--- src/rtl/dmem_access_unit_if.sv ---
// Data-memory bus between the memory-stage access unit (master) and memory (slave).
// The master drives registered request fields; the slave answers with a one-cycle ack and read data.
interface dmem_access_unit_if;
   logic        bus_req;
   logic        bus_we;
   logic [31:0] bus_addr;
   logic [3:0]  bus_be;
   logic [31:0] bus_wdata;
   logic        bus_ack;
   logic [31:0] bus_rdata;

   modport master (
      output bus_req, bus_we, bus_addr, bus_be, bus_wdata,
      input  bus_ack, bus_rdata
   );

   modport slave (
      input  bus_req, bus_we, bus_addr, bus_be, bus_wdata,
      output bus_ack, bus_rdata
   );
endinterface

--- src/rtl/dmem_access_unit.sv ---
// Memory-stage load/store unit: one handshaked bus transaction per accepted request,
// with lane enables, store replication, load alignment/extension, and fault pulses.
module dmem_access_unit #(
   parameter int TIMEOUT = 16,
   parameter int CNT_W   = 5
) (
   input  logic        clk,
   input  logic        rst_n,
   input  logic        req,
   input  logic        we,
   input  logic [1:0]  access_size,
   input  logic        load_unsigned,
   input  logic        flush,
   input  logic [31:0] addr,
   input  logic [31:0] store_data,
   output logic        stall,
   output logic [31:0] load_data,
   output logic        load_valid,
   output logic        align_fault,
   output logic        bus_fault,
   dmem_access_unit_if.master bus
);

   typedef enum logic [1:0] {IDLE, ACCESS, DONE} state_e;

   state_e             state_q, state_d;
   logic [CNT_W-1:0]   cnt_q, cnt_d;
   logic               flushed_q, flushed_d;
   logic               we_q, we_d;
   logic [1:0]         size_q, size_d;
   logic               uns_q, uns_d;
   logic [1:0]         off_q, off_d;
   logic               bus_req_q, bus_req_d;
   logic               bus_we_q, bus_we_d;
   logic [31:0]        bus_addr_q, bus_addr_d;
   logic [3:0]         bus_be_q, bus_be_d;
   logic [31:0]        bus_wdata_q, bus_wdata_d;
   logic [31:0]        load_data_q, load_data_d;
   logic               load_valid_q, load_valid_d;
   logic               align_fault_q, align_fault_d;
   logic               bus_fault_q, bus_fault_d;

   logic               legal;
   logic [3:0]         be_new;
   logic [31:0]        wdata_new;
   logic [31:0]        rd_shift;
   logic [31:0]        rd_ext;

   always_comb begin
      legal     = 1'b0;
      be_new    = 4'b0000;
      wdata_new = store_data;
      case (access_size)
         2'b00: begin
            legal     = (addr[1:0] == 2'b00);
            be_new    = 4'b1111;
            wdata_new = store_data;
         end
         2'b01: begin
            legal     = ~addr[0];
            be_new    = 4'b0011 << addr[1:0];
            wdata_new = {2{store_data[15:0]}};
         end
         2'b10: begin
            legal     = 1'b1;
            be_new    = 4'b0001 << addr[1:0];
            wdata_new = {4{store_data[7:0]}};
         end
         default: begin
            legal     = 1'b0;
            be_new    = 4'b0000;
            wdata_new = store_data;
         end
      endcase
   end

   // Load path uses the size/offset captured at accept time, not the live inputs.
   always_comb begin
      rd_shift = bus.bus_rdata >> {off_q, 3'b000};
      case (size_q)
         2'b10:   rd_ext = {{24{~uns_q & rd_shift[7]}},  rd_shift[7:0]};
         2'b01:   rd_ext = {{16{~uns_q & rd_shift[15]}}, rd_shift[15:0]};
         default: rd_ext = rd_shift;
      endcase
   end

   always_comb begin
      state_d       = state_q;
      cnt_d         = cnt_q;
      flushed_d     = flushed_q;
      we_d          = we_q;
      size_d        = size_q;
      uns_d         = uns_q;
      off_d         = off_q;
      bus_req_d     = bus_req_q;
      bus_we_d      = bus_we_q;
      bus_addr_d    = bus_addr_q;
      bus_be_d      = bus_be_q;
      bus_wdata_d   = bus_wdata_q;
      load_data_d   = load_data_q;
      load_valid_d  = 1'b0;
      align_fault_d = 1'b0;
      bus_fault_d   = 1'b0;
      stall         = 1'b0;

      case (state_q)
         IDLE: begin
            flushed_d = 1'b0;
            if (req && !flush) begin
               if (legal) begin
                  stall       = 1'b1;
                  we_d        = we;
                  size_d      = access_size;
                  uns_d       = load_unsigned;
                  off_d       = addr[1:0];
                  bus_req_d   = 1'b1;
                  bus_we_d    = we;
                  bus_addr_d  = {addr[31:2], 2'b00};
                  bus_be_d    = be_new;
                  bus_wdata_d = wdata_new;
                  cnt_d       = '0;
                  state_d     = ACCESS;
               end else begin
                  align_fault_d = 1'b1;
               end
            end
         end
         ACCESS: begin
            stall = 1'b1;
            if (flush) flushed_d = 1'b1;
            if (bus.bus_ack) begin
               bus_req_d = 1'b0;
               state_d   = DONE;
               // A flush arriving in the ack cycle still squashes the writeback.
               if (!we_q && !flushed_q && !flush) begin
                  load_data_d  = rd_ext;
                  load_valid_d = 1'b1;
               end
            end else if (cnt_q == CNT_W'(TIMEOUT - 1)) begin
               bus_req_d   = 1'b0;
               bus_fault_d = 1'b1;
               state_d     = DONE;
            end else begin
               cnt_d = cnt_q + 1'b1;
            end
         end
         DONE: begin
            flushed_d = 1'b0;
            state_d   = IDLE;
         end
         default: state_d = IDLE;
      endcase

      // Keep stall low while reset is held even if req is still asserted.
      stall = stall & rst_n;
   end

   always_ff @(posedge clk or negedge rst_n) begin
      if (!rst_n) begin
         state_q       <= IDLE;
         cnt_q         <= '0;
         flushed_q     <= 1'b0;
         we_q          <= 1'b0;
         size_q        <= 2'b00;
         uns_q         <= 1'b0;
         off_q         <= 2'b00;
         bus_req_q     <= 1'b0;
         bus_we_q      <= 1'b0;
         bus_addr_q    <= '0;
         bus_be_q      <= '0;
         bus_wdata_q   <= '0;
         load_data_q   <= '0;
         load_valid_q  <= 1'b0;
         align_fault_q <= 1'b0;
         bus_fault_q   <= 1'b0;
      end else begin
         state_q       <= state_d;
         cnt_q         <= cnt_d;
         flushed_q     <= flushed_d;
         we_q          <= we_d;
         size_q        <= size_d;
         uns_q         <= uns_d;
         off_q         <= off_d;
         bus_req_q     <= bus_req_d;
         bus_we_q      <= bus_we_d;
         bus_addr_q    <= bus_addr_d;
         bus_be_q      <= bus_be_d;
         bus_wdata_q   <= bus_wdata_d;
         load_data_q   <= load_data_d;
         load_valid_q  <= load_valid_d;
         align_fault_q <= align_fault_d;
         bus_fault_q   <= bus_fault_d;
      end
   end

   assign bus.bus_req   = bus_req_q;
   assign bus.bus_we    = bus_we_q;
   assign bus.bus_addr  = bus_addr_q;
   assign bus.bus_be    = bus_be_q;
   assign bus.bus_wdata = bus_wdata_q;
   assign load_data     = load_data_q;
   assign load_valid    = load_valid_q;
   assign align_fault   = align_fault_q;
   assign bus_fault     = bus_fault_q;

endmodule

--- src/flat_wrapper.sv ---
// flat-port wrapper written by rule: the top's interface ports become plain ports
module dmem_access_unit_flat 
#(
   parameter int TIMEOUT = 16,
   parameter int CNT_W   = 5
)
  (clk, rst_n, req, we, access_size, load_unsigned, flush, addr, store_data, stall, load_data, load_valid, align_fault, bus_fault, bus_bus_req, bus_bus_we, bus_bus_addr, bus_bus_be, bus_bus_wdata, bus_bus_ack, bus_bus_rdata);
  dmem_access_unit_if bus_i ();
  input  logic clk;
  input  logic rst_n;
  input  logic req;
  input  logic we;
  input  logic [1:0] access_size;
  input  logic load_unsigned;
  input  logic flush;
  input  logic [31:0] addr;
  input  logic [31:0] store_data;
  output logic stall;
  output logic [31:0] load_data;
  output logic load_valid;
  output logic align_fault;
  output logic bus_fault;
  output wire logic [$bits(bus_i.bus_req)-1:0] bus_bus_req;
  output wire logic [$bits(bus_i.bus_we)-1:0] bus_bus_we;
  output wire logic [$bits(bus_i.bus_addr)-1:0] bus_bus_addr;
  output wire logic [$bits(bus_i.bus_be)-1:0] bus_bus_be;
  output wire logic [$bits(bus_i.bus_wdata)-1:0] bus_bus_wdata;
  input wire logic [$bits(bus_i.bus_ack)-1:0] bus_bus_ack;
  input wire logic [$bits(bus_i.bus_rdata)-1:0] bus_bus_rdata;
  assign bus_bus_req = bus_i.bus_req;
  assign bus_bus_we = bus_i.bus_we;
  assign bus_bus_addr = bus_i.bus_addr;
  assign bus_bus_be = bus_i.bus_be;
  assign bus_bus_wdata = bus_i.bus_wdata;
  assign bus_i.bus_ack = bus_bus_ack;
  assign bus_i.bus_rdata = bus_bus_rdata;
  dmem_access_unit #(.TIMEOUT(TIMEOUT), .CNT_W(CNT_W)) u_core (.clk(clk), .rst_n(rst_n), .req(req), .we(we), .access_size(access_size), .load_unsigned(load_unsigned), .flush(flush), .addr(addr), .store_data(store_data), .stall(stall), .load_data(load_data), .load_valid(load_valid), .align_fault(align_fault), .bus_fault(bus_fault), .bus(bus_i));
endmodule
--- config.mk ---
export PLATFORM = sky130hd
export DESIGN_NAME = dmem_access_unit_flat
export DESIGN_NICKNAME = d
export VERILOG_FILES = /design/src/rtl/dmem_access_unit_if.sv /design/src/rtl/dmem_access_unit.sv /design/src/flat_wrapper.sv
export SDC_FILE = /design/constraint.sdc
export NUM_CORES = 1
export LEC_CHECK = 0
export CORE_ASPECT_RATIO = 0.7
export CORE_UTILIZATION = 30
export CTS_CLUSTER_DIAMETER = 120
export CTS_CLUSTER_SIZE = 16
export DETAILED_ROUTE_END_ITERATION = 8
export GPL_TIMING_DRIVEN = 0
export PLACE_DENSITY_LB_ADDON = 0.15
export SETUP_SLACK_MARGIN = 0.3
export SLEW_MARGIN = 20
export SYNTH_ARGS = -nofsm -noshare
export SYNTH_HDL_FRONTEND = slang
export SYNTH_SLANG_ARGS = --single-unit
--- constraint.sdc ---
create_clock -name clk -period 5.3 [get_ports clk]
set_clock_uncertainty 0.05 [all_clocks]
set_input_delay 0.795 -clock clk [delete_from_list [all_inputs] [get_ports clk]]
set_output_delay 0.795 -clock clk [all_outputs]
set_load 0.05 [all_outputs]
* After elaboration in Yosys (flattened, before gate mapping)
Cells that the tools add are included.
** Word-level totals
- Register bits :: 116
- Input port bits :: 105
- Output and inout bits :: 106
- Word-level logic and storage cells :: 88
** Cells by class
- Add/sub/neg operators :: 1
- Equality and inequality tests :: 13
- Shift operators :: 3
- Multiplexer cells :: 33
- Bitwise gates (word level) :: 5
- Reductions and logical operators :: 18
** Operators with widths (number)
- $pmux W32 S2 :: 2
- $shr A32 B5 Y32 :: 1
- $mux W5 :: 4
- $mux W1 :: 16
- $pmux W4 S3 :: 1
- $pmux W5 S2 :: 1
- $reduce_and A3 Y1 :: 3
- $mux W2 :: 4
- $eq A2 B1 Y1 const B :: 3
- $eq A2 B2 Y1 const B :: 3
- $logic_not A2 Y1 :: 3
- $ne A2 B2 Y1 const B :: 3
- $pmux W1 S2 :: 3
- $add A5 B1 Y5 const B :: 1
- $eq A5 B4 Y1 const B :: 1
- $reduce_and A5 Y1 :: 1
- $ne A2 B1 Y1 const B :: 2
- $pmux W2 S2 :: 1
- $reduce_and A4 Y1 :: 1
- $reduce_bool A2 Y1 :: 2
- $shl A1 B2 Y4 const A :: 1
- $shl A2 B2 Y4 const A :: 1
- $and A1 B1 Y1 :: 3
- $logic_and A1 B1 Y1 :: 3
- 6 further kinds :: 9

* Logic depth before layout (Yosys ltp)
- Depth after elaboration :: 6
- Mapped depth :: 9
- Depth with buffers taken out :: 7

* Worst setup path before layout
OpenSTA, ideal clock, no wires.
- Path kind :: input to output
- Start :: input port access_size[0]
- End :: output port stall
- Arrival :: 2.728 ns
- Data required time :: 4.455 ns
- Setup slack :: 1.727 ns
- Stages :: 6
- Buffers on the path :: 0
- Path through :: inv_1 ha_1 nor2b_1 o211a_1 a21oi_1 nor3b_1
** Between the ends
- Longest elaborated chain between the ends :: 6
- Elaborated cells between the ends (all ways) :: 8
- Classes of those cells :: 2 x eq/ne; 4 x mux; 1 x bitwise; 1 x reduce/logical
** RTL lines
- start, declared :: RTL line flat_wrapper.sv:13 : input logic [1:0] access_size;
- $eq A2 B2 Y1 (tied with other cells) :: RTL line dmem_access_unit.sv:53 : case (access_size)
- $pmux W1 S3 * :: RTL line dmem_access_unit.sv:53
- $mux W1 * :: RTL line dmem_access_unit.sv:110 : if (legal) begin
- $mux W1 * :: RTL line dmem_access_unit.sv:109 : if (req && !flush) begin
- $pmux W1 S2 * :: RTL line dmem_access_unit.sv:106 : case (state_q)
- $and A1 B1 Y1 * :: RTL line dmem_access_unit.sv:155 : stall = stall & rst_n;
- end, declared :: RTL line flat_wrapper.sv:18 : output logic stall;
Mark *: on every way between the ends. The rest lies on a longest branch, timed or not.

* Final worst setup path
Same ends and word-level chain as after synthesis.

==> flow_metrics.py <==
metrics = {
    "clock_tree": {
        "path_clk_slew_ns": 0.05,
        "clock-sinks": 116,
        "cts_root_buf": "clkbuf_16",
        "cts_max_path_buffers": 2,
        "post_cts_resized": 0,
        "htree_levels": 4,
        "cts_tree": "yes",
        "post_cts_buffers": 0,
        "cts_buffers": 17,
        "hold_buffers": 0,
        "insertion_delay_ns": 0.41,
    },
    "pwr": {
        "power.leakage_nw": 3.69,
        "power_density_mw_per_mm2": 554,
        "ir_drop_mv": 0.311,
    },
    "timing": {
        "rsz0062_at_grt": "false",
        "setup_viol": 0,
        "max_freq_ghz": 0.241,
        "maxSlewViolCount": 0,
        "relSlewSlack_pct": 59.8,
        "tightest_slew_ns": 0.604,
        "fin_ws_ns": 1.15,
        "post-route-period-util_pct": 78.3,
        "hold_viol_final": 0,
        "finalCriticalPeriod_ns": 4.15,
    },
    "setup_path": {
        "path_common_cell": "clkdlybuf4s50_1",
        "end_kind": "output pin",
        "path_max_fanout": 5,
        "crit_path_max_incr_delay_ns": 0.83,
        "startpoint": "access_size[0]",
        "cp_slowest_cell": "clkdlybuf4s50_1",
        "crit_type": "in -> out",
        "required_ns": 4.45,
        "r2r-start": "u_core.cnt_q[0]",
        "cp.arrival_ns": 3.30,
        "cp-start-kind": "input port",
        "crit_chain": "clkdlybuf4s50_1, inv_1, ha_1, nor2b_1, o211a_1, a21oi_1, nor3b_1, clkdlybuf4s50_1",
    },
    "drt": {
        "dr.pass1.iters": 4,
        "via_per_inst": 4.78,
        "dr_total_vias": 4707,
        "wl_per_cell_um": 17.1,
        "ant_nets": 0,
        "wirelength_um": 16800,
        "drc": 0,
        "first_iter_violations": 193,
    },
    "synth": {
        "yosysTopAreaCellShare_pct": 52.3,
        "yosysTopAreaCell": "dfrtp_1",
        "yosysWarnings": 0,
        "synth_edf_count": 0,
        "synth.most_common_cell": "dfrtp_1",
        "synth_area_per_cell_um2": 10.9,
        "yosysSeqAreaShare_pct": 52.3,
        "ys_types": 47,
        "synth_top_cells_by_count": "116 x dfrtp_1, 66 x nand2_1, 53 x o21ai_0",
        "yosys_register_bits": 116,
        "synthArstFlopShare_pct": 100,
        "synth_area_leaders": "dfrtp_1 52%, mux2_2 9.9%, o21ai_0 4.8%",
        "synth-main-ff-cell": "dfrtp_1",
        "synth_cells": 507,
        "syn-cell-area_mm2": 0.00555,
    },
    "floorplanning": {
        "die_w_um": 165,
        "num_rows": 41,
        "core_area_mm2": 0.0181,
        "die_h_um": 116,
        "die-area_mm2": 0.0190,
        "io_pins": 211,
        "start_util_pct": 30.7,
    },
    "status": {
        "outcome": "finished clean",
    },
    "grt": {
        "grt_pass1_vias": 4666,
        "gr-total-overflow": 0,
        "antenna_found_initial": 1,
        "gr-usage-all-layers_pct": 17.9,
        "grt_max_degree": 76,
        "grt_pass1_wl_um": 25600,
    },
    "placement": {
        "gp_congestion": 0.882,
        "pre_cts_slack_ns": 1.12,
        "dp.cells": 953,
        "portBuffers": 208,
        "place_hpwl_um": 12800,
    },
    "min_path": {
        "min_path_type": "in -> async",
    },
    "layout": {
        "drive_above_1_share_pct": 16.6,
        "layoutNonFillerInstCount": 984,
        "nets": 849,
        "num_antenna_cells": 0,
        "area_growth_pct": 55.0,
    },
    "flow_run": {
        "max-cap-violations": 0,
    },
}
## cell families (layout without fill, tap and decap cells)
logic type / after synthesis / count (layout) / share of synthesized area [%]
adder cells (fa/ha/maj): 8 / 8 / 1.80
buffers and inverters: 50 / 290 / 5.08
AND/OR/NAND/NOR: 141 / 141 / 13.2
multiplexers: 66 / 66 / 13.1
flip-flops: 116 / 116 / 52.3
AO/OA/AOI/OAI: 124 / 124 / 14.3
other: 1 / 2 / 0.0676
XOR/XNOR: 1 / 1 / 0.158
## flip-flops by register name, summed over array words and instances, names as in the netlist
register / cells
u_core.bus.bus_be: 4
u_core.bus_fault: 1
u_core.bus.bus_addr: 30
u_core.flushed_q: 1
u_core.load_data: 32
u_core.bus.bus_req: 1
u_core.state_q: 2
u_core.load_valid: 1
u_core.off_q: 2
u_core.uns_q: 1
u_core.cnt_q: 5
u_core.size_q: 2
u_core.align_fault: 1
u_core.bus.bus_wdata: 32
u_core.bus.bus_we: 1
## final timing paths
| path | end | slack [ns] | cells past startpoint |
|---|---|---|---|
| setup / recovery | stall | 1.15 | 8 |
| hold / removal | u_core.bus.bus_addr[18] | 0.24 | 1 |
| setup reg to reg | u_core.cnt_q[3] | 3.09 | 8 |
| hold reg to reg | u_core.bus.bus_wdata[9] | 0.43 | 2 |
| max in group asynchronous | u_core.bus.bus_wdata[4] | 4.21 | 2 |
| min in group clk | u_core.bus.bus_wdata[9] | 0.43 | 2 |
## stage by stage
step / hold slack (ns) / util [%] / instance area, µm² / power (mW) / setup TNS (ns)
6_report: 0.245 / 47.6 / 8600 / 4.76 / 0
5_1_grt: 0.264 / 47.6 / 8600 / 4.99 / 0
4_1_cts: 0.245 / 47.6 / 8600 / 4.81 / 0
3_5_place_dp: 0.419 / 44.1 / 7960 / 3.54 / 0
3_3_place_gp: 0.416 / 43.9 / 7930 / 3.50 / -136.62
2_1_floorplan: 0.415 / - / 5550 / 2.72 / 0
## cell usage in the layout (no fill, tap or decap), types with 2 or more instances in the layout
cell | Yosys | layout
clkbuf_1 | 10 | 13
nand2b_1 | 6 | 6
nand3_2 | 8 | 8
o2bb2ai_1 | 8 | 8
mux2i_1 | 16 | 16
nor2_1 | 17 | 17
buf_1 | 5 | 5
o311ai_0 | 6 | 6
clkinv_2 | 0 | 2
bufinv_16 | 0 | 5
a22oi_1 | 9 | 9
buf_4 | 8 | 8
buf_6 | 5 | 6
a31oi_1 | 2 | 2
ha_1 | 8 | 8
a211oi_1 | 7 | 7
mux2_2 | 49 | 49
a21oi_1 | 28 | 28
dfrtp_1 | 116 | 116
clkdlybuf4s50_1 | 0 | 207
nand2_1 | 66 | 66
and3_1 | 2 | 2
clkbuf_8 | 0 | 2
o311ai_2 | 2 | 2
o21ai_0 | 53 | 53
nor2b_1 | 19 | 19
inv_1 | 10 | 10
nand3_1 | 11 | 11
buf_2 | 11 | 11
conb_1 | 1 | 2
or2_2 | 2 | 2
clkbuf_16 | 0 | 17
nor3b_1 | 3 | 3
## cell type report
type / count / area [µm²]
flip-flops and latches: 116 / 2900
fillers: 1660 / 9460
repair buffers: 209 / 2110
inverters: 11 / 53.8
clock buffers: 22 / 464
well taps: 236 / 295
clock inverters: 9 / 176
multi-input cells: 342 / 2370
plain buffers: 39 / 228
## critical path: cells and delay by family
kind | cells | cell delay, ns
buffers and inverters | 3 | 1.41
AND/OR/NAND/NOR | 2 | 0.44
AO/OA/AOI/OAI | 2 | 0.40
adder cells (fa/ha/maj) | 1 | 0.25
## layer usage
metal | global-route usage, % | wire, µm
met2 | 26.9 | 7440
met1 | 25.0 | 7790
met3 | 5.08 | 1340
met4 | 5.69 | 221
met5 | 0 | 0
## power by group
part	internal (mW)	total (mW)	switching (mW)
registers	1.17	1.32	0.157
clock network	0.855	1.25	0.397
logic	0.767	2.19	1.42
No activity file was read; power rests on OpenSTA's default activity.
